## src/rtl/cfg_txn_sequencer.sv

```systemverilog
// Host-side transaction FIFO feeding the counter cfg bus.
// Each entry is driven with a fixed enable width followed by an idle gap.
module cfg_txn_sequencer #(
  parameter int ADDR_W        = 3,
  parameter int DATA_W        = 10,
  parameter int DEPTH         = 4,
  parameter int ENABLE_CYCLES = 2,
  parameter int GAP_CYCLES    = 1
) (
  input  logic              clk_sig,
  input  logic              rst_n_sig,
  input  logic              in_valid_i,
  output logic              in_ready_o,
  input  logic              in_rd_wr_i,
  input  logic [ADDR_W-1:0] in_addr_i,
  input  logic [DATA_W-1:0] in_wdata_i,
  output logic              cfg_enable_sig,
  output logic              cfg_rd_wr_sig,
  output logic [ADDR_W-1:0] cfg_addr_sig,
  output logic [DATA_W-1:0] cfg_wdata_sig,
  input  logic [DATA_W-1:0] cfg_rdata_sig,
  output logic              rd_valid_o,
  output logic [DATA_W-1:0] rd_data_o,
  output logic              busy_o
);

  localparam int PW   = $clog2(DEPTH);
  localparam int CMAX = (ENABLE_CYCLES > GAP_CYCLES) ?
                        ENABLE_CYCLES : GAP_CYCLES;
  localparam int CW   = $clog2(CMAX) + 1;

  typedef struct packed {
    logic              rd_wr;
    logic [ADDR_W-1:0] addr;
    logic [DATA_W-1:0] wdata;
  } txn_t;

  typedef enum logic [1:0] {
    IDLE  = 2'd0,
    DRIVE = 2'd1,
    GAP   = 2'd2
  } state_t;

  txn_t          mem [DEPTH];
  logic [PW-1:0] wr_ptr;
  logic [PW-1:0] rd_ptr;
  logic [PW:0]   count;
  state_t        state;
  logic [CW-1:0] cnt;

  logic full;
  logic push;
  logic pop;
  txn_t head;

  assign full       = (count == (PW+1)'(DEPTH));
  assign in_ready_o = !full;
  assign push       = in_valid_i && !full;
  assign head       = mem[rd_ptr];
  assign busy_o     = (state != IDLE) || (count != '0);

  // Pop happens exactly when the FSM launches a new transaction.
  assign pop = (count != '0) &&
               ((state == IDLE) ||
                ((state == GAP) && (cnt == '0)));

  always_ff @(posedge clk_sig) begin
    if (push) begin
      mem[wr_ptr] <= {in_rd_wr_i, in_addr_i, in_wdata_i};
    end
  end

  always_ff @(posedge clk_sig or negedge rst_n_sig) begin
    if (!rst_n_sig) begin
      wr_ptr <= '0;
      rd_ptr <= '0;
      count  <= '0;
    end else begin
      if (push) wr_ptr <= wr_ptr + 1'b1;
      if (pop)  rd_ptr <= rd_ptr + 1'b1;
      unique case ({push, pop})
        2'b10:   count <= count + 1'b1;
        2'b01:   count <= count - 1'b1;
        default: count <= count;
      endcase
    end
  end

  always_ff @(posedge clk_sig or negedge rst_n_sig) begin
    if (!rst_n_sig) begin
      state          <= IDLE;
      cnt            <= '0;
      cfg_enable_sig <= 1'b0;
      cfg_rd_wr_sig  <= 1'b0;
      cfg_addr_sig   <= '0;
      cfg_wdata_sig  <= '0;
      rd_valid_o     <= 1'b0;
      rd_data_o      <= '0;
    end else begin
      rd_valid_o <= 1'b0;
      unique case (state)
        IDLE: begin
          if (pop) begin
            cfg_enable_sig <= 1'b1;
            cfg_rd_wr_sig  <= head.rd_wr;
            cfg_addr_sig   <= head.addr;
            cfg_wdata_sig  <= head.wdata;
            cnt            <= CW'(ENABLE_CYCLES - 1);
            state          <= DRIVE;
          end
        end
        DRIVE: begin
          if (cnt == '0) begin
            cfg_enable_sig <= 1'b0;
            if (cfg_rd_wr_sig) begin
              rd_data_o  <= cfg_rdata_sig;
              rd_valid_o <= 1'b1;
            end
            cnt   <= CW'(GAP_CYCLES - 1);
            state <= GAP;
          end else begin
            cnt <= cnt - 1'b1;
          end
        end
        GAP: begin
          if (cnt == '0) begin
            if (pop) begin
              cfg_enable_sig <= 1'b1;
              cfg_rd_wr_sig  <= head.rd_wr;
              cfg_addr_sig   <= head.addr;
              cfg_wdata_sig  <= head.wdata;
              cnt            <= CW'(ENABLE_CYCLES - 1);
              state          <= DRIVE;
            end else begin
              state <= IDLE;
            end
          end else begin
            cnt <= cnt - 1'b1;
          end
        end
        default: state <= IDLE;
      endcase
    end
  end

endmodule

```

## config.mk

```make
export PLATFORM = sky130hd
export DESIGN_NAME = cfg_txn_sequencer
export DESIGN_NICKNAME = d
export VERILOG_FILES = /design/src/rtl/cfg_txn_sequencer.sv
export SDC_FILE = /design/constraint.sdc
export NUM_CORES = 1
export LEC_CHECK = 0
export ABC_AREA = 1
export CAP_MARGIN = 0
export CORE_MARGIN = 2
export CORE_UTILIZATION = 56
export CTS_BUF_LIST = sky130_fd_sc_hd__clkbuf_4
export DETAILED_ROUTE_END_ITERATION = 7
export PLACE_DENSITY = 0.93
export SETUP_SLACK_MARGIN = 0.4
export SKIP_CTS_REPAIR_TIMING = 1
export SLEW_MARGIN = 5
export SYNTH_ARGS = -nofsm -noshare
export SYNTH_HDL_FRONTEND = slang
export SYNTH_SLANG_ARGS = --single-unit
```

## constraint.sdc

```tcl
create_clock -name clk_sig -period 2.8 [get_ports clk_sig]
set_input_delay 0.56 -clock clk_sig [delete_from_list [all_inputs] [get_ports clk_sig]]
set_output_delay 0.56 -clock clk_sig [all_outputs]
set_load 0.02 [all_outputs]
```

==> out/metrics.csv <==
metric,value,unit
status,completed,
fin_nets,442,
crit_path_top_delay_cell,clkdlybuf4s50_1,
yosysUniqueCellTypes,25,
antenna_found_initial,0,
fin_skew,0.0114,ns
crit_chain,inv_2 > nand3_1 > clkdlybuf4s50_1,
final_common_cell,nand2_1,
coreArea,6720,um^2
ys_seq_area_share,67.6,%
p_leak,0.00193,uW
total_power,5380,uW
cp.required,2.24,ns
grt.busiest_layer,met2,
numCtsBuffers,9,
drv_cap,0,
syn-num-nets,383,
layout_common_cells,"64 x nand2_1, 56 x edfxtp_1, 53 x nor2_1, 52 x clkdlybuf4s50_1, 48 x o21ai_0",
cts_tree,built,
met1_usage,26.7,%
crit_arrival,1.70,ns
tightest_slew,0.863,ns
vias_per_cell,5.39,
powerDensity,1160,nW/um^2
fin_setup_tns,0,ns
num-fill-cells,425,
setup.worst_path.start_class,flop,
die_y,87.0,um
cts.sinks,93,
via_count,2640,
first_global_vias,2634,
ys_warn_count,0,
relSlewSlack,42.4,%
syn_area_per_cell,11.2,um^2
synth_cells,346,
path_class,flop to primary output,
io_buffers,54,
routed_wl,7.65,mm
path_max_fanout,4,
clk-insertion-delay-late,0.43,ns
cts.htree.levels,3,
grt_pass1_wl,12.4,mm
dpl_cell_area,4450,um^2
grt_setup_unrepaired,false,
die_w,87.0,um
mappedNetlistArea,3860,um^2
dp_hpwl,4.77,mm
row_count,30,
period_needed,2.26,ns
ant_nets,0,
critPathMaxStageDelay,0.62,ns
ys_ff_latch,93,
clkTransAtPathRegs,0.14,ns
grtUsageTotal,21.9,%
fin_crit_sh,80.6,%
crit_path_end_kind,primary output,
post_drt_wl_per_cell,15.6,um
grt_util_met2,37.0,%
stdcell_area,4640,um^2
drive_gt1_share,9.76,%
start_util,57.4,%
drv_slew,0,
first_pass_iters,4,
drcViolationCount,0,
setup_viol,0,
hold_viol,0,
gr-usage-met3,3.60,%
hp-class,input pin to async pin,
ioPinCount,55,
initialDrtViolationCount,264,
clockBufferDepth,2,
final-seq-area,2610,um^2
areaGrowthSynthToFinish,20.1,%
antenna_cells,0,
multi_input_area,1040,um^2
place_congestion,0.786,
peakVddDrop,410,uV
cts_root_buf,clkbuf_4,
dieArea,7570,um^2
overflow,0,
max_freq,443,MHz
grt_max_degree,38,
==> worst paths after layout <==
| kind | slack (ns) | start | cells after the start | endpoint |
|---|---|---|---|---|
| setup / recovery | 0.54 | count[0] | 3 | in_ready_o |
| setup reg to reg | 0.58 | state[1] | 11 | count[2] |
| max in group asynchronous | 2.05 | rst_n_sig | 1 | rd_data_o[6] |
| hold / removal | 0.21 | rst_n_sig | 1 | cfg_enable_sig |
| hold reg to reg | 0.50 | rd_data_o[8] | 2 | rd_data_o[8] |
| min in group clk_sig | 0.50 | rd_data_o[8] | 2 | rd_data_o[8] |
==> worst max-delay path, delay by kind of cell, from the launching register on <==
| family | cells | cell delay (ns) |
|---|---|---|
| and+or+nand+nor | 1 | 0.11 |
| DFF | 1 | 0.47 |
| buffers and inverters | 2 | 0.69 |
==> cell families (layout without fill, tap and decap cells) <==
group	after synthesis	in the layout	synth area share (%)
compound gates	66	66	10.0
xor+xnor	4	4	0.908
fa+ha+maj	10	10	3.44
buf+inv	49	113	5.61
flops	93	93	67.6
simple gates	124	124	12.5
==> per-stage QoR <==
step           cells  worst slack, ns  utilization (%)  hold WS [ns]
2_1_floorplan    346            0.743                -         0.264
5_1_grt          490            0.401             69.0         0.260
6_report         490            0.543             69.0         0.212
4_1_cts          488            0.317             68.7         0.230
3_5_place_dp     472            0.377             66.3         0.474
3_3_place_gp     472            0.465             66.3         0.462
==> power by group <==
part | switching [uW] | internal, uW
combinational | 1470 | 923
clock | 437 | 388
sequential | 258 | 1910
==> synthesized netlist by cell type <==
cell,n,area (um^2)
buf_6,2,22.5
buf_4,3,22.5
ha_1,9,113
nor3_1,1,5.00
or2_2,1,6.26
buf_2,5,25.0
o21ai_2,11,96.3
edfxtp_1,56,1680
o21ai_0,48,240
a31oi_1,1,6.26
xnor2_1,1,8.76
a22oi_1,1,7.51
nand3_1,3,15.0
inv_1,35,131
a21oi_1,4,20.0
nor2_1,53,199
and3_1,1,6.26
fa_1,1,20.0
clkbuf_1,3,11.3
nand2_1,64,240
xor2_1,3,26.3
dfrtp_1,37,926
inv_2,1,3.75
nand3_2,1,10.0
a21oi_4,1,16.3
==> routing by layer <==
| metal | vias to the layer above | wire length, um |
|---|---|---|
| met5 | - | 0 |
| met4 | 0 | 237 |
| met3 | 24 | 483 |
| met2 | 94 | 3870 |
| met1 | 1263 | 3060 |
| li1 | 1259 | - |
==> sequential cells by signal (all words and copies together) (netlist names) <==
name,flops
cfg_wdata_sig,10
cfg_enable_sig,1
count,3
wr_ptr,2
rd_data_o,10
rd_valid_o,1
state,2
cfg_rd_wr_sig,1
cfg_addr_sig,3
mem,56
cnt,2
rd_ptr,2
==> final cells by class <==
| type | count | area share (%) |
|---|---|---|
| clock buffer | 11 | 1.78 |
| clock inverter | 5 | 1.78 |
| inverter | 36 | 2.91 |
| multi-input combinational | 204 | 22.4 |
| sequential | 93 | 56.2 |
| tap | 80 | 2.16 |
| timing repair buffer | 61 | 12.7 |
No activity file was read; power rests on OpenSTA's default activity.
